==> src/rtl/shfifo_rd_drain.sv <==
// shfifo_rd_drain: drains a registered-flag FIFO into a valid/ready
// stream through a 2-entry head/skid buffer with a transfer counter.
module shfifo_rd_drain #(
  parameter int DATA_W = 32,
  parameter int CNT_W  = 16
) (
  input  logic              clk,
  input  logic              rst,
  input  logic              drain_en,
  input  logic              fifo_empty,
  input  logic [DATA_W-1:0] fifo_rdat,
  output logic              fifo_ren,
  output logic              m_valid,
  input  logic              m_ready,
  output logic [DATA_W-1:0] m_data,
  output logic [1:0]        occ,
  output logic [CNT_W-1:0]  xfer_cnt,
  output logic              idle
);

  typedef enum logic [1:0] {
    EMPTY = 2'd0,
    ONE   = 2'd1,
    TWO   = 2'd2
  } occ_e;

  occ_e              r_state;
  occ_e              w_state_nxt;
  logic              r_inflight;
  logic [DATA_W-1:0] r_head;
  logic [DATA_W-1:0] r_skid;
  logic [CNT_W-1:0]  r_xfer_cnt;

  logic              w_pop;
  logic              w_land;
  logic [1:0]        w_occ;
  logic [1:0]        w_occ_commit;
  logic [1:0]        w_budget;

  assign w_occ        = r_state;
  assign w_pop        = (w_occ != 2'd0) && m_ready;
  assign w_land       = r_inflight;
  assign w_occ_commit = w_occ - {1'b0, w_pop};
  assign w_budget     = w_occ_commit + {1'b0, r_inflight};

  // A read is only issued when its word is sure to find a free slot.
  assign fifo_ren = !rst && drain_en && !fifo_empty
                    && (w_budget < 2'd2);

  assign m_valid  = (w_occ != 2'd0);
  assign m_data   = r_head;
  assign occ      = w_occ;
  assign xfer_cnt = r_xfer_cnt;
  assign idle     = !r_inflight && (w_occ == 2'd0);

  // Occupancy state register.
  always_ff @(posedge clk) begin
    if (rst) begin
      r_state <= EMPTY;
    end else begin
      r_state <= w_state_nxt;
    end
  end

  // Occupancy next state: +1 on land, -1 on pop, both cancel.
  always_comb begin
    w_state_nxt = r_state;
    case ({w_land, w_pop})
      2'b10: begin
        case (r_state)
          EMPTY:   w_state_nxt = ONE;
          ONE:     w_state_nxt = TWO;
          default: w_state_nxt = TWO;
        endcase
      end
      2'b01: begin
        case (r_state)
          TWO:     w_state_nxt = ONE;
          ONE:     w_state_nxt = EMPTY;
          default: w_state_nxt = EMPTY;
        endcase
      end
      default: w_state_nxt = r_state;
    endcase
  end

  // In-flight flag tracks the read issued last cycle; reset drops it.
  always_ff @(posedge clk) begin
    if (rst) begin
      r_inflight <= 1'b0;
    end else begin
      r_inflight <= fifo_ren;
    end
  end

  // Head/skid data: skid promotes on pop, landing word fills the
  // head if it is free after the pop, else the skid.
  always_ff @(posedge clk) begin
    if (rst) begin
      r_head <= '0;
      r_skid <= '0;
    end else begin
      if (w_pop && (r_state == TWO)) begin
        r_head <= r_skid;
      end
      if (w_land) begin
        if (w_occ_commit == 2'd0) begin
          r_head <= fifo_rdat;
        end else begin
          r_skid <= fifo_rdat;
        end
      end
    end
  end

  // Completed-transfer counter, wraps naturally.
  always_ff @(posedge clk) begin
    if (rst) begin
      r_xfer_cnt <= '0;
    end else if (w_pop) begin
      r_xfer_cnt <= r_xfer_cnt + 1'b1;
    end
  end

endmodule

==> config.mk <==
export PLATFORM = sky130hd
export DESIGN_NAME = shfifo_rd_drain
export DESIGN_NICKNAME = d
export VERILOG_FILES = /design/src/rtl/shfifo_rd_drain.sv
export SDC_FILE = /design/constraint.sdc
export NUM_CORES = 1
export LEC_CHECK = 0
export ABC_AREA = 1
export BUFFER_PORTS_ARGS = -buffer_cell sky130_fd_sc_hd__buf_2
export CORE_MARGIN = 5
export CORE_UTILIZATION = 25
export CTS_BUF_LIST = sky130_fd_sc_hd__clkbuf_4
export DETAILED_ROUTE_END_ITERATION = 12
export PLACE_DENSITY_LB_ADDON = 0.15
export SLEW_MARGIN = 10
export SYNTH_ARGS = -nofsm -noshare
export SYNTH_HDL_FRONTEND = slang
export SYNTH_SLANG_ARGS = --single-unit
==> constraint.sdc <==
create_clock -name clk -period 1.95 [get_ports clk]
set_clock_uncertainty 0.15 [all_clocks]
set_input_delay 0 -clock clk [delete_from_list [all_inputs] [get_ports clk]]
set_output_delay 0 -clock clk [all_outputs]
set_load 0.05 [all_outputs]
==> results of run 1 <==
power by group through the flow:
stage / registers (mW) / logic (mW) / clock network (mW)
6_report: 1.78 / 0.532 / 1.02
5_1_grt: 1.78 / 0.579 / 1.14
4_1_cts: 1.78 / 0.531 / 1.08
3_5_place_dp: 1.81 / 0.457 / 0
3_3_place_gp: 1.81 / 0.455 / 0
2_1_floorplan: 1.95 / 0.165 / 0
cell type report:
type / count / area (um^2) / area share
Clock inverter: 3 / 38.79 / 0.008313
Tap cell: 176 / 220.2 / 0.04720
Inverter: 26 / 97.59 / 0.02092
Clock buffer: 13 / 97.59 / 0.02092
Multi-Input combinational cell: 325 / 1528 / 0.3274
Sequential cell: 83 / 1670 / 0.3580
Timing Repair Buffer: 141 / 1013 / 0.2172
cell usage in the layout (no fill, tap or decap), types with 2 or more instances in the layout:
cell type and instances:
a21oi_1 13, buf_4 9, dfxtp_4 2, o21ai_0 70, dfxtp_1 80, buf_6 2
nor2_1 85, buf_2 88, a31oi_1 32, a21oi_2 3, nand2_1 93, inv_1 24
nor2_4 3, nand4_1 2, nor3_1 2, dlygate4sd3_1 37, clkbuf_4 13, inv_2 2
buf_12 4, nand3_1 13
worst paths after layout:
check                     start         end  cells past startpoint
setup / recovery         occ[1]    fifo_ren                      7
hold / removal    fifo_rdat[20]  r_skid[20]                      4
setup reg to reg         occ[0]   r_skid[7]                      6
hold reg to reg      r_skid[22]  m_data[22]                      2
repair_timing:
| action | CTS | global route |
|---|---|---|
| cloned | 1 | 0 |
| setup buffers | 0 | 2 |
| hold endpoints to repair | 76 | 0 |
| resized for setup | 9 | 8 |
| hold buffers | 37 | 0 |
| endpoints found under the setup margin | 1 | 2 |
| pin swaps | 0 | 4 |
metrics by stage:
| stage | utilization | setup WS (ps) | TNS [ps] |
|---|---|---|---|
| 4_1_cts | 0.3490 | 6.154 | 0 |
| 6_report | 0.3523 | 48.00 | 0 |
| 5_1_grt | 0.3523 | -66.86 | -87.67 |
| 3_5_place_dp | 0.3060 | 260.8 | 0 |
| 2_1_floorplan | - | 16.53 | 0 |
| 3_3_place_gp | 0.3060 | 278.7 | 0 |
cells by family after synthesis:
kind of cell / Yosys count
simple gates: 203
compound gates: 121
fa+ha+maj: 1
flops: 83
buf+inv: 53
critical path: stages, from the launching register on:
cell and delay [ps]:
dfxtp_4 410, nor2_4 60, nor2_4 140, nand2_4 90, o211ai_1 120, nand3_1 140, a21oi_2 170, buf_6 180
registers in the layout (all words and copies together), names as in the netlist:
name        count
m_data         32
xfer_cnt       16
r_skid         32
occ             2
r_inflight      1
routing by layer:
| layer | wire [um] | GRT usage |
|---|---|---|
| met5 | 0 | 0 |
| met4 | 106 | 0.04227 |
| met3 | 563 | 0.04107 |
| met2 | 4560 | 0.2031 |
| met1 | 4799 | 0.1680 |
==> impl_metrics.toml, run 1 <==
[outcome]
status = "completed"

[global_route]
grt_max_degree = 41
grt_remaining_overflow = 0
grt_pass1_vias = 3324
grt_pass1_wl_mm = 16.46
antenna_found_initial = 0
grt_usage = 0.1290

[synth]
yosysMostFrequentCell = "nand2_1"
yosys.cell_types.count = 25
synth_adder_area_share = 0.003711
ys_seq_area_frac = 0.4928
synth_top_family_by_area = "simple AND/OR/NAND/NOR gates"
synth_area_leader_cell = "dfxtp_1"
synth_compound_area_frac = 0.1937
ys.warnings.count = 0
syn_area_um2 = 3372
yosys-top-cells-count = "94 x nand2_1, 86 x nor2_1, 83 x dfxtp_1, 70 x o21ai_0, 32 x a31oi_1"
synthMuxAreaShare = 0
async_reset_ff_frac = 0
ys_ff_latch = 83
yosys.area_share.simple = 0.2449
synth.top_cell.area_share = 0.4928
postSynthNetCount = 499
syn_inst = 461
synth-xor-area-share = 0
synthTopCellsByArea = "dfxtp_1 49%, nand2_1 10%, o21ai_0 10%"
synth_area_per_cell_um2 = 7.314
synth_flop_cell = "dfxtp_1"
synth_edf_count = 0

[timing]
slew_violations = 0
setup_violations = 0
tightest_slew_ps = 393.0
rsz0062_at_grt = "true"
timing.hold.ws_ps = 173.6
hold_viol = 0
post-route-min-period_ps = 1902
slew_headroom = 0.7371
timing.fmax_ghz = 0.5258
fin_crit_sh = 0.9754

[route]
vias = 3460
first_pass_iters = 6
vias_per_cell = 4.511
wl_per_cell_um = 13.08
drt_iter0_drc = 150
drc = 0
final_antenna_net_count = 0
drt-total-wl_mm = 10.03

[placement]
port_buffers = 89
postPlaceCellArea_um2 = 4053
dp.cells = 711
place_congestion = 0.6920
hpwl_mm = 6.527

[finish]
final_area_um2 = 4666
drive_above_1_share = 0.2267
fin_nets = 624
n_fill_cell = 1461
fin_cells = 767
antennaDiodeCount = 0
syn_to_final_growth_pct = 38.37

[die]
die_area_um2 = 15910
rows = 42
start_util = 0.2546
core_region_area_um2 = 13240
fp.dieW_um = 126.1
die_h_um = 126.1
ios = 90

[setup_path]
crit_fanout = 5
endpoint_kind = "output port"
crit_type = "reg -> out"
worstPathRequired_ps = 1800
r2r_slack_ps = 80
start_kind = "flop"
worst_ep_arrival_time_ps = 1750

[cts]
cts_root_buf = "clkbuf_4"
clock_latency_ps = 440
ctsHtreeMaxLevel = 3
clk_path_buf_depth = 2
clk_pin_slew_worst_paths_ps = 130
cts_sinks = 83
tritoncts = "yes"
cts_buffers = 9

[power]
swShare = 0.2850
p_clk_frac = 0.305
pwr-share-comb = 0.160
power_switching_uw = 947.5
total_power_mw = 3.325
ir_drop_mv = 0.3237
seqPwrFrac = 0.535
power_density_nw_per_um2 = 712.6
p_int_mw = 2.377
leakagePower_nw = 2.071

[flow_run]
drv_cap = 0

[min_path]
min-delay-path-class = "in -> reg"
No activity file was read; power rests on OpenSTA's default activity.
==> run 2: changes to the inputs <==
CTS_BUF_LIST = unset   (was sky130_fd_sc_hd__clkbuf_4)
RECOVER_POWER = 100   (was unset)
SLEW_MARGIN = 40   (was 10)
==> run 2 against run 1 <==
  * Cell count fell by 0.52%
  * Critical path depth is 2 higher
  * Via count down 1.4%
  * Die area unchanged
  * Combinational power shrank 7.1%
  * Hold slack better by 110 ps
  * Largest cell class unchanged
==> impl_metrics.toml, run 2 (synthesis gave the netlist of run 1 again) <==
[timing]
post-route-min-period_ps = 1867
slew_headroom = 0.5650
fin_crit_sh = 0.9573
slew_violations = 0
hold_viol = 0
setup_ws_ps = 83.33
fin_tns_setup_ps = 0
tightest_slew_ps = 655.3
rsz0062_at_grt = "false"
timing.fmax_ghz = 0.5357
setup_violations = 0

[die]
die_area_um2 = 15910
core_region_area_um2 = 13240
ios = 90
fp.dieW_um = 126.1
die_h_um = 126.1
start_util = 0.2546
rows = 42

[setup_path]
worstPathRequired_ps = 1800
worst_ep_arrival_time_ps = 1720
crit_fanout = 22
endpoint_kind = "output port"
crit_type = "in -> out"
start_kind = "input pin"

[global_route]
grt_max_degree = 41
grt_pass1_wl_mm = 16.21
antenna_found_initial = 0
grt_usage = 0.1272
grt_pass1_vias = 3294
grt_remaining_overflow = 0

[route]
drc = 0
vias_per_cell = 4.471
drt_iter0_drc = 167
wl_per_cell_um = 12.93
vias = 3411
final_antenna_net_count = 0
drt-total-wl_mm = 9.862
first_pass_iters = 4

[flow_run]
drv_cap = 0

[outcome]
status = "completed"

[finish]
seq_area_um2 = 1664
syn_to_final_growth_pct = 36.88
n_fill_cell = 1488
multi_input_area_um2 = 1484
drive_above_1_share = 0.1175
utilization = 0.3485
fin_nets = 620
final_cell_mix = "93 x nand2_1, 86 x nor2_1, 81 x dfxtp_1"
antennaDiodeCount = 0
final_area_um2 = 4616
layout_commonest_cell = "nand2_1"

[cts]
cts_sinks = 83
clock_latency_ps = 340
ctsHtreeMaxLevel = 3
clk_path_buf_depth = 2
cts_root_buf = "clkbuf_16"
clk_pin_slew_worst_paths_ps = 60
postCtsSetupBuffers = 0
tritoncts = "yes"
cts_buffers = 9

[power]
total_power_mw = 3.957
ir_drop_mv = 0.3970
power_density_nw_per_um2 = 857.2
leakagePower_nw = 1.821

[min_path]
min-delay-path-class = "in -> reg"

[placement]
postPlaceCellArea_um2 = 4053
dpl_worst_slack_ps = 260.8
hpwl_mm = 6.527
place_congestion = 0.6920
port_buffers = 89
run 2: cell types whose count changed in the layout (fill, tap and decap cells not counted), sizes merged:
cell         change
dlygate4sd3      -1
bufbuf           -1
inv              -1
clkbuf          +59
buf             -60
run 2: power by group:
group | total (mW) | internal, mW | switching [mW]
logic | 0.494 | 0.158 | 0.337
clock network | 1.68 | 1.03 | 0.656
registers | 1.78 | 1.75 | 0.0322
total | 3.96 | 2.93 | 1.02
run 2: through the flow:
step           cells  hold WS (ps)
2_1_floorplan    461        -80.93
3_3_place_gp     711         85.82
3_5_place_dp     711         93.96
4_1_cts          763         266.0
5_1_grt          763         283.2
6_report         763         278.8
run 2: worst paths after layout:
kind / cells after the start / startpoint / endpoint / slack, ps
min: 4 / fifo_rdat[14] / r_skid[14] / 280
min reg2reg: 2 / r_skid[18] / m_data[18] / 330
max: 9 / m_ready / fifo_ren / 80
max reg2reg: 7 / occ[1] / r_inflight / 140
run 2: worst max-delay path, stage by stage:
cell	delay, ps
dlygate4sd3_1	530
clkbuf_1	150
inv_1	110
nor2_2	140
nand2_2	110
buf_12	180
a21oi_1	200
a21oi_2	100
buf_4	200
run 2: timing repair:
item	4_1_cts	5_1_grt
hold buffers	36	0
endpoints found under the setup margin	1	2
hold endpoints to repair	70	0
pin swaps	0	0
resized for setup	2	4
run 2: final cells by class:
cell class | instances | share of cell area
Tap cell | 176 | 0.04771
Timing Repair Buffer | 137 | 0.1865
Inverter | 26 | 0.02114
Sequential cell | 83 | 0.3605
Clock inverter | 2 | 0.007590
Multi-Input combinational cell | 325 | 0.3215
Clock buffer | 14 | 0.05503
run 2: metal layers:
layer / up-vias / track usage / routed length, um
li1: 1765 / - / -
met1: 1548 / 0.1640 / 4758
met2: 90 / 0.2003 / 4412
met3: 8 / 0.04488 / 582
met4: 0 / 0.03849 / 108
met5: - / 0 / 0
==> run 3: changes to the inputs <==
==> constraint.sdc (replaced) <==
create_clock -name clk -period 1.95 [get_ports clk]
set_clock_uncertainty 0.15 [all_clocks]
set_input_delay 0.0975 -clock clk [delete_from_list [all_inputs] [get_ports clk]]
set_output_delay 0.0975 -clock clk [all_outputs]
set_load 0.05 [all_outputs]
==> run 3 against run 2 <==
  * Die area did not move
  * Core utilization up 0.36 points
  * Fmax rose by 3.6%
  * Worst setup slack better by 64 ps
  * Hold slack lost 150 ps
  * Combinational power is 2% higher
  * Clock-buffer cell count down 1
  * Via count is essentially flat
==> impl_metrics.toml, run 3 (synthesis gave the netlist of run 1 again) <==
[outcome]
status = "completed"

[finish]
syn_to_final_growth_pct = 38.29
utilization = 0.3521
fin_cells = 764
fin_nets = 622
final_cell_mix = "93 x nand2_1, 85 x nor2_1, 81 x dfxtp_1"
layout_commonest_cell = "nand2_1"
drive_above_1_share = 0.1259
antennaDiodeCount = 0

[placement]
hpwl_mm = 6.565
place_congestion = 0.7059
port_buffers = 89
dp.cells = 711

[timing]
tightest_slew_ps = 664.9
hold_viol = 0
setup_violations = 0
timing.fmax_ghz = 0.5547
slew_headroom = 0.5586
fin_crit_sh = 0.9244
post-route-min-period_ps = 1803
slew_violations = 0

[cts]
cts_root_buf = "clkbuf_16"
cts_sinks = 83
cts_buffers = 9
tritoncts = "yes"
clk_path_buf_depth = 2
clock_latency_ps = 340
ctsHtreeMaxLevel = 3
clk_pin_slew_worst_paths_ps = 60

[setup_path]
worstPathRequired_ps = 2070
worst_ep_arrival_time_ps = 1920
cp_num_buf_inv = 1
crit_chain = "nor2_4, nor2_2, nand2_2, o211ai_1, nand3_2, dlygate4sd3_1, a21oi_1"
crit_fanout = 6
path_depth = 7
timing.rr.start = "occ[1]"
critPathTopFamily = "buffers and inverters"
crit_type = "reg -> reg"
r2r_slack_ps = 150
endpoint_kind = "flop"
max_stage_delay_ps = 580
start_kind = "flop"
r2r-end = "r_inflight"
cpMaxStageDelayCell = "dlygate4sd3_1"
r2r_cells = 7

[global_route]
grt_usage = 0.1304
grt_max_degree = 41
grt_pass1_wl_mm = 16.86
grt-busiest-layer = "met2"
grt_remaining_overflow = 0
grt_pass1_vias = 3403
antenna_found_initial = 0
use_met3 = 0.03937
grt_util_met2 = 0.2034
gr-usage-met1 = 0.1743

[route]
vias_per_cell = 4.466
drt_iter0_drc = 142
drt-total-wl_mm = 10.10
drc = 0
final_antenna_net_count = 0
first_pass_iters = 5
wl_per_cell_um = 13.23
vias = 3412

[die]
die_area_um2 = 15910
core_region_area_um2 = 13240
fp.dieW_um = 126.1
die_h_um = 126.1
rows = 42
ios = 90
start_util = 0.2546

[min_path]
hold_start = "m_ready"
worstHoldPathCells = 5
min-delay-path-class = "in -> reg"
min_to = "r_inflight"

[power]
p_clk_frac = 0.429
seqPwrFrac = 0.445
swShare = 0.2593
leakagePower_nw = 1.845
power_switching_mw = 1.038
ir_drop_mv = 0.4200
power_density_nw_per_um2 = 858.3
total_power_mw = 4.002
p_int_mw = 2.965
pwr-share-comb = 0.126

[flow_run]
drv_cap = 0
[run 3: what timing repair did]
| item | CTS | global route |
|---|---|---|
| cloned | 0 | 0 |
| gates resized for setup | 4 | 6 |
| pin swaps | 0 | 0 |
| buffers inserted | 0 | 1 |
| hold buffers | 37 | 0 |
| endpoints found under the setup margin | 1 | 34 |
| hold endpoints to repair | 70 | 0 |
[run 3: worst max path at each step]
stage                      end    from
finish              r_inflight  occ[1]
global route        r_inflight  occ[1]
CTS                   fifo_ren  occ[1]
detailed placement   r_skid[8]  occ[0]
global placement    r_skid[18]  occ[0]
floorplan                 idle  occ[1]
[run 3: area by class of cell]
type | count | area (um^2)
Fill cell | 1453 | 8579
Sequential cell | 83 | 1664
Multi-Input combinational cell | 325 | 1500
Timing Repair Buffer | 139 | 885.9
Clock buffer | 13 | 260.3
Tap cell | 176 | 220.2
Inverter | 26 | 97.59
Clock inverter | 2 | 35.03
[run 3: tightest hold or removal path, cell delays in order]
cell     delay (ps)
buf_2            90
inv_1            70
nand2_1         110
a21oi_2          90
a21oi_1         120
[run 3: power groups by stage]
stage / registers, mW / clock network [mW] / logic [mW]
5_1_grt: 1.79 / 1.84 / 0.553
4_1_cts: 1.78 / 1.79 / 0.519
6_report: 1.78 / 1.72 / 0.506
3_5_place_dp: 1.81 / 0 / 0.457
3_3_place_gp: 1.81 / 0 / 0.458
2_1_floorplan: 1.95 / 0 / 0.165
[run 3: routing by layer]
layer / up-vias / wire length [um]
met1: 1548 / 5027
met3: 10 / 522
met4: 0 / 119
met2: 80 / 4435
met5: - / 0
li1: 1774 / -
[run 3: through the flow]
stage / hold WS, ps / instance area [um^2] / TNS, ps / worst slack, ps
global route: 189.5 / 4663 / -1.659 / -1.659
global placement: 182.2 / 4048 / 0 / 154.2
floorplan: 16.57 / 3383 / 0 / 25.76
finish: 124.3 / 4663 / 0 / 147.3
CTS: 93.02 / 4727 / 0 / 19.16
detailed placement: 193.3 / 4048 / 0 / 77.34
